`src/rtl/wb_pkg.sv`:
```
// Shared definitions for the writeback commit block: widths, default FIFO depth, entry record.
// Latency: n/a (declarations only).
// Backpressure: n/a.
package wb_pkg;

   localparam int WB_XLEN  = 32;
   localparam int WB_AW    = 5;
   localparam int WB_DEPTH = 4;

   // One buffered result. rd sits in the upper bits so a scan of the upper
   // field of a packed entry yields the destination index.
   typedef struct packed {
      logic [WB_AW-1:0]   rd;
      logic [WB_XLEN-1:0] data;
   } wb_entry_t;

endpackage

```
`src/rtl/wb_fifo.sv`:
```
// Generic synchronous FIFO with an age-ordered view of its occupied entries.
// Latency: push visible at head one edge after the write; pop takes effect on the edge.
// Backpressure: push ignored while full, pop ignored while empty; caller gates with full/count.
//
// Ports:
//   clock, reset          rising-edge clock, async active-high reset (pointers/count only)
//   push, push_data       write push_data at the tail
//   pop                   retire the head entry
//   head_data             oldest entry
//   full, empty, count    occupancy
//   entry_valid[k]        age slot k (0 = head) holds a live entry
//   scan[k]               upper SCAN_W bits of the entry in age slot k
module wb_fifo #(
   parameter int WIDTH  = 8,
   parameter int DEPTH  = 4,
   parameter int SCAN_W = WIDTH
)(
   input  logic                     clock,
   input  logic                     reset,
   input  logic                     push,
   input  logic [WIDTH-1:0]         push_data,
   input  logic                     pop,
   output logic [WIDTH-1:0]         head_data,
   output logic                     full,
   output logic                     empty,
   output logic [$clog2(DEPTH):0]   count,
   output logic [DEPTH-1:0]         entry_valid,
   output logic [DEPTH*SCAN_W-1:0]  scan
);

   localparam int PW = $clog2(DEPTH);
   localparam int CW = PW + 1;

   logic [PW-1:0]    wr_ptr;
   logic [PW-1:0]    rd_ptr;
   logic [CW-1:0]    cnt;
   logic [WIDTH-1:0] mem [DEPTH];
   logic             push_ok;
   logic             pop_ok;

   assign full    = (cnt == CW'(DEPTH));
   assign empty   = (cnt == '0);
   assign count   = cnt;
   assign push_ok = push && !full;
   assign pop_ok  = pop && !empty;

   always_ff @(posedge clock or posedge reset) begin
      if (reset) begin
         wr_ptr <= '0;
         rd_ptr <= '0;
         cnt    <= '0;
      end else begin
         if (push_ok) wr_ptr <= wr_ptr + PW'(1);
         if (pop_ok)  rd_ptr <= rd_ptr + PW'(1);
         case ({push_ok, pop_ok})
            2'b10:   cnt <= cnt + CW'(1);
            2'b01:   cnt <= cnt - CW'(1);
            default: cnt <= cnt;
         endcase
      end
   end

   // Storage needs no reset: occupancy alone decides what is live.
   always_ff @(posedge clock) begin
      if (push_ok) mem[wr_ptr] <= push_data;
   end

   assign head_data = mem[rd_ptr];

   // Rotate the ring so slot 0 is the head; pointers wrap naturally (DEPTH is a power of two).
   always_comb begin
      entry_valid = '0;
      scan        = '0;
      for (int k = 0; k < DEPTH; k++) begin
         entry_valid[k]               = (CW'(k) < cnt);
         scan[k*SCAN_W +: SCAN_W]     = mem[rd_ptr + PW'(k)][WIDTH-1 -: SCAN_W];
      end
   end

endmodule

```
`src/rtl/wb_commit_unit.sv`:
```
// Writeback commit: arbitrates ALU/load results into an in-order FIFO and drives one register-file write per cycle.
// Latency: result accepted at edge N commits at edge N+1 at the earliest (regwrite high after N+1).
// Backpressure: mem_ready = !full, alu_ready = !full && !mem_valid; no path from wb_hold to ready.
//
// Ports:
//   clock, reset                         rising-edge clock, async active-high reset
//   alu_valid/alu_ready/alu_rd/alu_data  ALU result channel
//   mem_valid/mem_ready/mem_rd/mem_data  load result channel (priority over ALU)
//   wb_hold                              suppress this cycle's commit
//   regwrite/write_reg/write_data        registered register-file write port
//   pending_mask                         bit r set while an uncommitted result targets xr
//   full, empty                          FIFO occupancy
// Optional (WB_BYPASS_EN defined): byp_rs1/byp_rs2 lookups returning byp_hit1/2 and byp_data1/2
// from the youngest buffered entry with a matching destination.
module wb_commit_unit
   import wb_pkg::*;
#(
   parameter int DEPTH = WB_DEPTH,
   parameter int XLEN  = WB_XLEN,
   parameter int AW    = WB_AW
)(
   input  logic            clock,
   input  logic            reset,
   input  logic            alu_valid,
   output logic            alu_ready,
   input  logic [AW-1:0]   alu_rd,
   input  logic [XLEN-1:0] alu_data,
   input  logic            mem_valid,
   output logic            mem_ready,
   input  logic [AW-1:0]   mem_rd,
   input  logic [XLEN-1:0] mem_data,
   input  logic            wb_hold,
   output logic            regwrite,
   output logic [AW-1:0]   write_reg,
   output logic [XLEN-1:0] write_data,
   output logic [31:0]     pending_mask,
`ifdef WB_BYPASS_EN
   input  logic [AW-1:0]   byp_rs1,
   input  logic [AW-1:0]   byp_rs2,
   output logic            byp_hit1,
   output logic            byp_hit2,
   output logic [XLEN-1:0] byp_data1,
   output logic [XLEN-1:0] byp_data2,
`endif
   output logic            full,
   output logic            empty
);

   localparam int EW = AW + XLEN;
   localparam int CW = $clog2(DEPTH) + 1;
   // The scan exposes only rd for the mask, or the whole entry when bypass needs data.
`ifdef WB_BYPASS_EN
   localparam int SW = EW;
`else
   localparam int SW = AW;
`endif

   logic            mem_fire;
   logic            alu_fire;
   logic            push;
   logic            pop;
   logic [AW-1:0]   acc_rd;
   logic [XLEN-1:0] acc_data;
   logic            fifo_full;
   logic            fifo_empty;
   logic [CW-1:0]   fifo_count;
   logic [DEPTH-1:0]    entry_valid;
   logic [DEPTH*SW-1:0] scan;
   logic [EW-1:0]   head;
   logic [AW-1:0]   scan_rd [DEPTH];

   // Ready depends only on registered occupancy, so a same-cycle pop never frees a slot.
   assign mem_ready = !fifo_full;
   assign alu_ready = !fifo_full && !mem_valid;
   assign mem_fire  = mem_valid && mem_ready;
   assign alu_fire  = alu_valid && alu_ready;

   assign acc_rd   = mem_fire ? mem_rd   : alu_rd;
   assign acc_data = mem_fire ? mem_data : alu_data;

   // x0 results complete their handshake but are dropped here.
   assign push = (mem_fire || alu_fire) && (acc_rd != '0);
   assign pop  = (fifo_count != '0) && !wb_hold;

   assign full  = fifo_full;
   assign empty = fifo_empty;

   wb_fifo #(
      .WIDTH  (EW),
      .DEPTH  (DEPTH),
      .SCAN_W (SW)
   ) u_fifo (
      .clock       (clock),
      .reset       (reset),
      .push        (push),
      .push_data   ({acc_rd, acc_data}),
      .pop         (pop),
      .head_data   (head),
      .full        (fifo_full),
      .empty       (fifo_empty),
      .count       (fifo_count),
      .entry_valid (entry_valid),
      .scan        (scan)
   );

   // write_reg/write_data keep their last committed values on idle cycles.
   always_ff @(posedge clock or posedge reset) begin
      if (reset) begin
         regwrite   <= 1'b0;
         write_reg  <= '0;
         write_data <= '0;
      end else begin
         regwrite <= pop;
         if (pop) begin
            write_reg  <= head[EW-1 -: AW];
            write_data <= head[XLEN-1:0];
         end
      end
   end

   // The head stays in the mask until the edge that pops it.
   always_comb begin
      pending_mask = '0;
      for (int k = 0; k < DEPTH; k++) begin
         scan_rd[k] = scan[k*SW + SW - AW +: AW];
         if (entry_valid[k]) pending_mask[scan_rd[k]] = 1'b1;
      end
      pending_mask[0] = 1'b0;
   end

`ifdef WB_BYPASS_EN
   // Walk head to tail so the youngest match overwrites older ones.
   always_comb begin
      byp_hit1  = 1'b0;
      byp_hit2  = 1'b0;
      byp_data1 = '0;
      byp_data2 = '0;
      for (int k = 0; k < DEPTH; k++) begin
         if (entry_valid[k] && (byp_rs1 != '0) && (scan_rd[k] == byp_rs1)) begin
            byp_hit1  = 1'b1;
            byp_data1 = scan[k*SW +: XLEN];
         end
         if (entry_valid[k] && (byp_rs2 != '0) && (scan_rd[k] == byp_rs2)) begin
            byp_hit2  = 1'b1;
            byp_data2 = scan[k*SW +: XLEN];
         end
      end
   end
`endif

endmodule

```
`config.mk`:
```
export PLATFORM = sky130hd
export DESIGN_NAME = wb_commit_unit
export DESIGN_NICKNAME = d
export VERILOG_FILES = /design/src/rtl/wb_pkg.sv /design/src/rtl/wb_fifo.sv /design/src/rtl/wb_commit_unit.sv
export SDC_FILE = /design/constraint.sdc
export NUM_CORES = 1
export LEC_CHECK = 0
export ABC_CLOCK_PERIOD_IN_PS = 4900
export CORE_MARGIN = 1
export CORE_UTILIZATION = 34
export CTS_BUF_LIST = sky130_fd_sc_hd__clkbuf_4
export CTS_CLUSTER_DIAMETER = 30
export CTS_CLUSTER_SIZE = 14
export DETAILED_ROUTE_END_ITERATION = 10
export PLACE_DENSITY = 0.65
export SLEW_MARGIN = 20
export SYNTH_ARGS = -nofsm -noshare
export SYNTH_HDL_FRONTEND = slang
export SYNTH_SLANG_ARGS = --single-unit
export TNS_END_PERCENT = 100
```
`constraint.sdc`:
```
create_clock -name clock -period 4.9 [get_ports clock]
set_input_delay 0.98 -clock clock [delete_from_list [all_inputs] [get_ports clock]]
set_output_delay 0.98 -clock clock [all_outputs]
set_load 0.02 [all_outputs]
```
==> summary.txt <==
Power
  • Final Power: 8020 µW
  • Sequential Power Share: 0.341
  • Pwr/cell area: 689 nW/µm²
  • Clock power share: 0.105
  • Combinational power share: 0.553
  • Leak Pwr: 0.00391 µW
  • Sw power: 3420 µW
  • Peak supply drop: 0.000276 V
  • Sw frac: 0.427
  • Internal: 4600 µW

Floorplan
  • Die W: 169 µm
  • I/O pin cnt: 153
  • Die footprint: 28400 µm²
  • Die height: 169 µm
  • Starting Density: 0.348
  • Site row count: 60
  • Placeable Area: 27100 µm²

Finish
  • Filler cells: 2481
  • Fraction of layout instances using a drive strength above 1: 0.254
  • Area Overhead vs Synth: 23.5%
  • Final Cell Area: 11600 µm²
  • Nets: 814
  • Max FFs per register: 148

Clocking
  • CTS Hold Buffers Added: 0
  • Setup Buffers After CTS: 0
  • Clock slew at reported path FFs: 0.15 ns
  • CTS tree: done
  • Clock latency on the worst-skew pair: 0.58 ns
  • Longest Clk Path Bufs: 2
  • Max H-tree Level: 4
  • Clk sink count: 193
  • Num CTS Buffers: 17
  • CTS root buffer: clkbuf_4
  • Post-CTS Resized: 0

Routing
  • DRC Markers: 0
  • DR vias/cell: 5.35
  • ANT nets after route: 0
  • Vias: 5951
  • Initial DRT Pass Iterations: 5
  • Initial DRC count: 635
  • WL/cell: 20.1 µm
  • Routed wire length: 22400 µm

Synthesis
  • Main area contributors after synthesis: edfxtp_1 (47%), dfrtp_1 (12%), mux4_2 (11%)
  • Area share of the largest cell type after synthesis: 0.471
  • Register bit total from synthesis: 193
  • Seq/Total Area, Yosys: 0.591
  • Syn Inst Count: 583
  • Distinct cells, synth: 56
  • Syn_nets: 671
  • Most common library cells after synthesis: edfxtp_1 (148), mux2_2 (73), mux4_2 (46), dfrtp_1 (45), nand3_1 (34)
  • Yosys Warn Count: 0
  • Synth Cell Area: 9430 µm²
  • Yosys top cell by area: edfxtp_1
  • Async SR Flop Fraction: 0.233
  • Avg Cell Area, Syn: 16.2 µm²
  • Most common cell in the netlist: edfxtp_1
  • Main flop type after synthesis: edfxtp_1
  • Post-synth EDFFs: 148

Global route
  • M2 GR Usage: 0.273
  • Vias in the first global route: 5798
  • Met1 GRT Util: 0.215
  • Largest net degree at the start of global routing: 46
  • GR Overflow Total: 0
  • Initial antenna violation count: 1
  • Global-route wire length before repair: 34900 µm
  • Most Used Layer, Global Route: met2
  • GRT Total Usage: 0.163
  • Met3 Track Usage GR: 0.0274

Critical path
  • Kind of critical path: register to output port
  • Crit-path max FO: 23
  • Crit path DAT: 3.59 ns
  • Crit start category: register
  • Worst Path Required: 3.92 ns
  • Critical Path End Type: output port

STA
  • Fin crit period: 4.57 ns
  • Layout Skew: 0.0366 ns
  • WHS: 0.526 ns
  • Max-slew violation count: 0
  • Worst-Margin Slew: 0.922 ns
  • RSZ-0062 raised after global routing: no
  • Final Hold Viols: 0
  • Fmax: 219 MHz
  • Period utilization: 0.933
  • Setup TNS: 0 ns
  • Rel. slew slack: 0.385
  • Setup Viol. Count Final: 0

Worst hold path
  • HP Class: register to register

Place
  • Port Buf Inserts: 151
  • Post-Place Cell Area: 11400 µm²
  • Global placement routability congestion: 0.983
  • DP HPWL: 15900 µm

Job
  • MaxCap Viol Count: 0

Outcome
  • Run status: completed
[per-stage QoR]
stage	cells	utilization	setup WS (ns)
detailed placement	1079	0.419	0.931
global route	1112	0.430	0.172
global placement	1079	0.419	0.889
CTS	1111	0.430	0.294
finish	1112	0.430	0.330
floorplan	583	-	1.71
[final cells by class]
class                      count  area [µm²]  area share
tap                          372         465      0.0400
clock buffer                  18         135      0.0116
timing repair buffer         160        1630       0.140
multi-input combinational    340        3630       0.312
antenna                        1        2.50    0.000215
clock inverter                14         158      0.0135
sequential                   193        5580       0.479
inverter                      14        53.8     0.00462
[layer usage]
layer | up-vias | part of all wire
met5 | - | 0
met4 | 0 | 0.024
met3 | 44 | 0.059
met2 | 293 | 0.49
met1 | 2985 | 0.43
li1 | 2629 | -
[worst paths after layout]
| kind | end | startpoint | cells past startpoint | slack (ns) |
|---|---|---|---|---|
| setup reg to reg | u_fifo.mem[0][19] | u_fifo.count[0] | 7 | 1.59 |
| hold reg to reg | write_reg[1] | write_reg[1] | 1 | 0.53 |
| max in group asynchronous | u_fifo.rd_ptr[0] | reset | 2 | 3.38 |
| hold / removal | write_reg[1] | write_reg[1] | 1 | 0.53 |
| min in group asynchronous | write_data[8] | reset | 2 | 0.86 |
| setup / recovery | pending_mask[14] | u_fifo.rd_ptr[1] | 5 | 0.33 |
[power by group through the flow]
stage | registers, µW | logic [µW] | clock network [µW]
floorplan | 2840 | 2750 | 0
detailed placement | 2790 | 4420 | 0
global placement | 2770 | 4430 | 0
CTS | 2750 | 4430 | 866
finish | 2740 | 4440 | 845
global route | 2820 | 4700 | 918
[worst max-delay path, stage by stage, from the launching register on]
cell,delay [ns]
dfrtp_2,0.72
mux4_2,0.63
nor2b_1,0.60
nand3_1,0.25
nand3_1,0.19
clkdlybuf4s50_1,0.64
[cell usage in the layout (no fill, tap or decap), types with 2 or more instances in the layout]
cell type,netlist,final
mux4_2,46,46
and2b_1,3,3
nand4_1,3,3
xnor2_1,5,5
dfrtp_1,45,43
edfxtp_1,148,148
clkinv_8,0,3
nand3_1,34,34
nor4b_2,3,3
nand2_1,19,19
clkbuf_4,0,18
o211ai_1,7,7
and2_1,11,7
mux2_2,73,73
a21oi_1,2,2
nand3b_1,2,2
inv_6,0,5
buf_4,4,5
o21ai_0,2,2
o221ai_1,11,11
and2_2,0,4
nand2b_1,3,3
nor4b_4,3,3
nor2b_1,15,15
clkdlybuf4s50_1,0,151
a32oi_1,24,24
mux2i_1,4,4
inv_8,0,2
nor2_1,22,21
mux4_1,7,7
buf_12,1,4
and4b_1,2,2
a22oi_1,7,7
clkinv_4,0,3
and2_0,2,2
inv_1,13,12
ha_1,9,9
[kinds of logic (layout without fill, tap and decap cells)]
family / Yosys count / in the layout / synth area share
mux: 130 / 130 / 0.221
fa+ha+maj: 9 / 9 / 0.0119
simple gates: 131 / 131 / 0.0848
buf+inv: 50 / 206 / 0.0272
xor+xnor: 6 / 6 / 0.00557
flops: 193 / 193 / 0.591
compound gates: 63 / 63 / 0.0588
other cells: 1 / 2 / 0.000398
(Power assumes the default switching activity.)
